### config.mk
export PLATFORM = sky130hd
export DESIGN_NAME = vco_phase_decoder_flat
export DESIGN_NICKNAME = d
export VERILOG_FILES = /design/src/rtl/vco_phase_decoder_if.sv /design/src/rtl/vco_phase_decoder.sv /design/src/flat_wrapper.sv
export SDC_FILE = /design/constraint.sdc
export NUM_CORES = 1
export LEC_CHECK = 0
export CAP_MARGIN = 10
export CORE_MARGIN = 8
export CORE_UTILIZATION = 40
export CTS_BUF_LIST = sky130_fd_sc_hd__clkbuf_4
export DETAILED_ROUTE_END_ITERATION = 12
export PLACE_DENSITY = 0.71
export SLEW_MARGIN = 10
export SYNTH_ARGS = -nofsm -noshare
export SYNTH_HDL_FRONTEND = slang
export SYNTH_SLANG_ARGS = --single-unit
### constraint.sdc
create_clock -name clk -period 3.6 [get_ports clk]
set_input_delay 0.54 -clock clk [delete_from_list [all_inputs] [get_ports clk]]
set_output_delay 0.54 -clock clk [all_outputs]
set_load 0.01 [all_outputs]
### src/rtl/vco_phase_decoder_if.sv
// Phase-in / decimated-sample-out port bundle for the VCO phase decoder.
// The master side feeds phase words and consumes samples. The slave side is the decoder.
`timescale 1ns/1ps
interface vco_phase_decoder_if #(
  parameter int PHASE_WIDTH = 11,
  parameter int OUT_WIDTH   = 20
);
  logic                   en;
  logic [PHASE_WIDTH-1:0] phase_i;
  logic                   phase_valid_i;
  logic [OUT_WIDTH-1:0]   sample_o;
  logic                   sample_valid_o;
  logic                   sample_ready_i;
  logic                   overrun_o;

  modport master (
    output en, phase_i, phase_valid_i, sample_ready_i,
    input  sample_o, sample_valid_o, overrun_o
  );

  modport slave (
    input  en, phase_i, phase_valid_i, sample_ready_i,
    output sample_o, sample_valid_o, overrun_o
  );
endinterface

### src/rtl/vco_phase_decoder.sv
// VCO phase first-difference plus DECIM-sample accumulate-and-dump, with a one-deep valid/ready output.
// A sample is registered one cycle after its DECIM-th word. A result that completes while an untaken sample is stalled is dropped and flags overrun_o.
`timescale 1ns/1ps
module vco_phase_decoder #(
  parameter int PHASE_WIDTH = 11,
  parameter int DECIM       = 512,
  parameter int OUT_WIDTH   = 20
) (
  input  logic               clk,
  input  logic               rst,
  vco_phase_decoder_if.slave io
);
  localparam int CNT_W = $clog2(DECIM);

  typedef enum logic [1:0] {IDLE, PRIME, ACC} state_t;

  state_t                 state, state_nxt;
  logic [PHASE_WIDTH-1:0] prev, prev_nxt;
  logic [OUT_WIDTH-1:0]   acc, acc_nxt;
  logic [CNT_W-1:0]       cnt, cnt_nxt;
  logic [PHASE_WIDTH-1:0] delta;
  logic [OUT_WIDTH-1:0]   result;
  logic                   done;

  logic [OUT_WIDTH-1:0]   sample_q;
  logic                   sample_vld_q;
  logic                   overrun_q;

  // Modular subtraction handles the phase wrap without any special casing.
  assign delta = io.phase_i - prev;

  always_ff @(posedge clk) begin
    if (rst) begin
      state <= IDLE;
      prev  <= '0;
      acc   <= '0;
      cnt   <= '0;
    end else begin
      state <= state_nxt;
      prev  <= prev_nxt;
      acc   <= acc_nxt;
      cnt   <= cnt_nxt;
    end
  end

  always_comb begin
    state_nxt = state;
    prev_nxt  = prev;
    acc_nxt   = acc;
    cnt_nxt   = cnt;
    done      = 1'b0;
    result    = '0;
    case (state)
      IDLE: begin
        if (io.en) state_nxt = PRIME;
      end
      PRIME: begin
        if (!io.en) begin
          state_nxt = IDLE;
          acc_nxt   = '0;
          cnt_nxt   = '0;
        end else if (io.phase_valid_i) begin
          state_nxt = ACC;
          prev_nxt  = io.phase_i;
          acc_nxt   = '0;
          cnt_nxt   = '0;
        end
      end
      ACC: begin
        if (!io.en) begin
          state_nxt = IDLE;
          acc_nxt   = '0;
          cnt_nxt   = '0;
        end else if (io.phase_valid_i) begin
          prev_nxt = io.phase_i;
          if (cnt == CNT_W'(DECIM - 1)) begin
            done    = 1'b1;
            result  = acc + OUT_WIDTH'(delta);
            acc_nxt = '0;
            cnt_nxt = '0;
          end else begin
            acc_nxt = acc + OUT_WIDTH'(delta);
            cnt_nxt = cnt + CNT_W'(1);
          end
        end
      end
      default: state_nxt = IDLE;
    endcase
  end

  // A stalled sample is never overwritten; a handshake in the same cycle frees the slot.
  always_ff @(posedge clk) begin
    if (rst) begin
      sample_q     <= '0;
      sample_vld_q <= 1'b0;
      overrun_q    <= 1'b0;
    end else if (done) begin
      if (!sample_vld_q || io.sample_ready_i) begin
        sample_q     <= result;
        sample_vld_q <= 1'b1;
      end else begin
        overrun_q <= 1'b1;
      end
    end else if (sample_vld_q && io.sample_ready_i) begin
      sample_vld_q <= 1'b0;
    end
  end

  assign io.sample_o       = sample_q;
  assign io.sample_valid_o = sample_vld_q;
  assign io.overrun_o      = overrun_q;
endmodule

### src/flat_wrapper.sv
// flat-port wrapper written by rule: the top's interface ports become plain ports
module vco_phase_decoder_flat 
#(
  parameter int PHASE_WIDTH = 11,
  parameter int DECIM       = 512,
  parameter int OUT_WIDTH   = 20
)
  (clk, rst, io_en, io_phase_i, io_phase_valid_i, io_sample_ready_i, io_sample_o, io_sample_valid_o, io_overrun_o);
  vco_phase_decoder_if #(.PHASE_WIDTH(PHASE_WIDTH), .OUT_WIDTH(OUT_WIDTH)) io_i ();
  input  logic clk;
  input  logic rst;
  input wire logic [$bits(io_i.en)-1:0] io_en;
  input wire logic [$bits(io_i.phase_i)-1:0] io_phase_i;
  input wire logic [$bits(io_i.phase_valid_i)-1:0] io_phase_valid_i;
  input wire logic [$bits(io_i.sample_ready_i)-1:0] io_sample_ready_i;
  output wire logic [$bits(io_i.sample_o)-1:0] io_sample_o;
  output wire logic [$bits(io_i.sample_valid_o)-1:0] io_sample_valid_o;
  output wire logic [$bits(io_i.overrun_o)-1:0] io_overrun_o;
  assign io_i.en = io_en;
  assign io_i.phase_i = io_phase_i;
  assign io_i.phase_valid_i = io_phase_valid_i;
  assign io_i.sample_ready_i = io_sample_ready_i;
  assign io_sample_o = io_i.sample_o;
  assign io_sample_valid_o = io_i.sample_valid_o;
  assign io_overrun_o = io_i.overrun_o;
  vco_phase_decoder #(.PHASE_WIDTH(PHASE_WIDTH), .DECIM(DECIM), .OUT_WIDTH(OUT_WIDTH)) u_core (.clk(clk), .rst(rst), .io(io_i));
endmodule
==> impl_metrics.yaml <==
detailed_routing:
  dr.pass1.iters: 4
  drcViolationCount: 0
  via_per_inst: 5.33
  drtIter0Drc: 133
  num_vias: 3605
  wl_mm: 9.40
  drt-wirelength-per-cell_um: 13.9
  ant_nets: 0
synth:
  synthCells: 471
  synthMuxAreaShare: 0
  synth.top_cell.area_share: 0.337
  ys_seq_elements: 64
  synth.most_common_cell: "dfxtp_1"
  seq_area_frac_synth: 0.337
  synth_nets: 517
  synthTopCellsByCount: "dfxtp_1, nand2_1, nor2_1"
  synth_edf_count: 0
  synth-compound-area-share: 0.236
  synth_top_area_cell: "dfxtp_1"
  synth.distinct_cells: 58
  synth_adder_area_share: 0.103
  syn-cell-area_um2: 3800
  yosysWarnings: 0
  synth-xor-area-share: 0.0507
  ys.flop_type: "dfxtp_1"
  synth_area_leaders: "dfxtp_1, ha_1, nand2_1"
  syn_avg_cell_area_um2: 8.06
  async_flop_share: 0
  yosys.area_share.simple: 0.230
  synth_top_family_by_area: "compound AO/OA/AOI/OAI gates"
timing:
  slew_headroom: 0.348
  post-route-period-util: 0.961
  hold_viol_final: 0
  finClkSkew_ns: 0.0160
  setup_viol: 0
  holdWs_ns: 0.384
  tightest_slew_ns: 0.977
  finalMaxSlewViolations: 0
  period_minus_slack_ns: 3.46
  setup_ws_ns: 0.141
  max_freq_ghz: 0.289
clocking:
  cts_sinks: 64
  cts_root_buf: "clkbuf_4"
  clk_pin_slew_ns: 0.12
  clock_path_buffers: 2
  h-tree-depth: 3
  cts_tree: "built"
  clock_latency_ns: 0.42
  cts_inserted_buffers: 9
die:
  die_h_um: 113
  rows: 35
  start_util: 0.411
  coreArea_um2: 9240
  die_w_um: 113
  dieArea_um2: 12900
  io_pins: 38
worst_setup_path:
  crit_arrival_ns: 3.73
  endpoint_kind: "register"
  r2r_cells: 16
  worstPathRequired_ns: 3.87
  start_kind: "register"
  worstSetupPathType: "reg2reg"
  r2r_slack_ns: 0.14
  reg2reg_from: "u_core.prev[0]$_SDFFE_PP0P_"
  r2r_end: "u_core.io.sample_o[17]$_SDFFE_PP0P_"
  path_max_fanout: 4
power_and_ir_drop:
  power_density_nw_per_um2: 313
  combPwrFrac: 0.194
  p_switching_uw: 443
  leakagePower_uw: 0.00176
  p_seq_frac: 0.480
  ir_drop_mv: 0.144
  sw_frac_of_total: 0.297
  intPower_uw: 1050
  clkPwrFrac: 0.326
final_layout:
  drive_gt1_frac: 0.152
  diodes: 0
  area_growth_pct: 25.8
  nets: 588
placement:
  globalplace.congestion: 0.841
  pre_cts_ws_ns: -0.565
  hpwl_mm: 6.71
  io_buffers: 37
grt:
  grt.overflow.total: 0
  grt_pass1_wl_mm: 15.8
  grt_use_total: 0.147
  antenna_found_initial: 0
  grt_pass1_vias: 3524
  grt_start_max_net_pins: 55
hold_path:
  worstHoldStart: "io_phase_i[0]"
  worstHoldPathType: "in2reg"
  holdPathStages: 3
  min_to: "u_core.prev[0]$_SDFFE_PP0P_"
run:
  maxCapViolations: 0
run_status:
  outcome: "complete, no violations"
[per-stage QoR]
step	setup TNS (ns)	power, uW	area [um^2]	std cells	utilization
2_1_floorplan	0	901	3800	471	-
3_3_place_gp	-9.33	997	4550	657	0.492
3_5_place_dp	-11.14	1010	4550	657	0.492
4_1_cts	-0.00732	1490	4710	674	0.510
5_1_grt	-0.0350	1560	4780	676	0.517
6_report	0	1500	4780	676	0.517
[worst max-delay path by stage]
stage                                            from                                  end  slack, ns  cells past startpoint
final                     u_core.prev[0]$_SDFFE_PP0P_  u_core.io.sample_o[17]$_SDFFE_PP0P_       0.14                     16
after global routing      u_core.prev[0]$_SDFFE_PP0P_  u_core.io.sample_o[17]$_SDFFE_PP0P_      -0.02                     16
after CTS                               io_phase_i[0]          u_core.acc[19]$_SDFFE_PP0P_     -0.007                     17
after detailed placement                io_phase_i[0]          u_core.acc[19]$_SDFFE_PP0P_      -0.56                     17
after global placement                  io_phase_i[0]          u_core.acc[19]$_SDFFE_PP0P_      -0.47                     17
after floorplan                         io_phase_i[0]          u_core.acc[19]$_SDFFE_PP0P_       0.03                     16
[cells in the final DEF (no fill, tap or decap), types with 6 or more instances in the layout]
master            n
dfxtp_1          63
nand2_1          61
buf_4            42
nor2_1           40
a21oi_1          38
clkdlybuf4s50_1  34
ha_1             25
inv_1            23
or3_1            14
xnor2_1          12
nand3_1          12
o211ai_1         11
xor2_1           10
o21ai_0          10
clkbuf_4          9
nor3_1            8
a211oi_1          8
a22oi_1           8
nor2b_1           7
nand4_1           7
and3_1            6
a2111oi_0         6
a31oi_1           6
[registers in the layout (all words and copies together) (netlist names)]
| name | flops |
|---|---|
| u_core.acc | 20 |
| u_core.cnt | 9 |
| u_core.io.overrun_o | 1 |
| u_core.io.sample_o | 20 |
| u_core.io.sample_valid_o | 1 |
| u_core.prev | 11 |
| u_core.state | 2 |
[power groups by stage]
| stage | Sequential, uW | Clock [uW] | Combinational (uW) |
|---|---|---|---|
| finish | 718 | 488 | 290 |
| global route | 718 | 526 | 319 |
| CTS | 717 | 495 | 280 |
| detailed placement | 734 | 0 | 272 |
| global placement | 733 | 0 | 264 |
| floorplan | 733 | 0 | 168 |
[cell type report]
| class | instances | area [um^2] |
|---|---|---|
| Timing Repair Buffer | 79 | 686 |
| Multi-Input combinational cell | 364 | 2430 |
| Inverter | 24 | 90.1 |
| Clock inverter | 7 | 62.6 |
| Fill cell | 877 | 4460 |
| Tap cell | 129 | 161 |
| Sequential cell | 64 | 1280 |
| Clock buffer | 9 | 67.6 |
[layer usage]
layer	routed length [um]	global-route usage	part of all wire	vias up
met5	0	0	0	-
li1	-	-	-	1832
met3	410	0.0322	0.044	18
met1	4290	0.173	0.46	1684
met2	4550	0.256	0.48	71
met4	149	0.0577	0.016	0
[worst max-delay path, cell delays in order, from the launching register on]
cell,delay [ns]
dfxtp_2,0.37
ha_4,0.12
inv_2,0.04
fa_2,0.36
a21o_1,0.21
a21oi_2,0.18
buf_4,0.14
o21ai_2,0.06
nor2_2,0.12
xnor2_1,0.09
ha_1,0.34
a21oi_2,0.18
o21ai_2,0.10
or3_4,0.42
o211ai_1,0.30
xor2_1,0.21
a211oi_2,0.08
[kinds of logic after synthesis]
family	count (synthesis)
AND/OR/NAND/NOR	182
AO/OA/AOI/OAI	130
flip-flops	64
buffers and inverters	43
adder cells (fa/ha/maj)	30
XOR/XNOR	22
[what timing repair did]
item,CTS,global route
setup endpoints to repair,16,24
hold buffers,0,0
gates resized for setup,8,14
setup buffers,1,2
cloned,0,0
pin swaps,3,15
No activity file was read; power rests on OpenSTA's default activity.
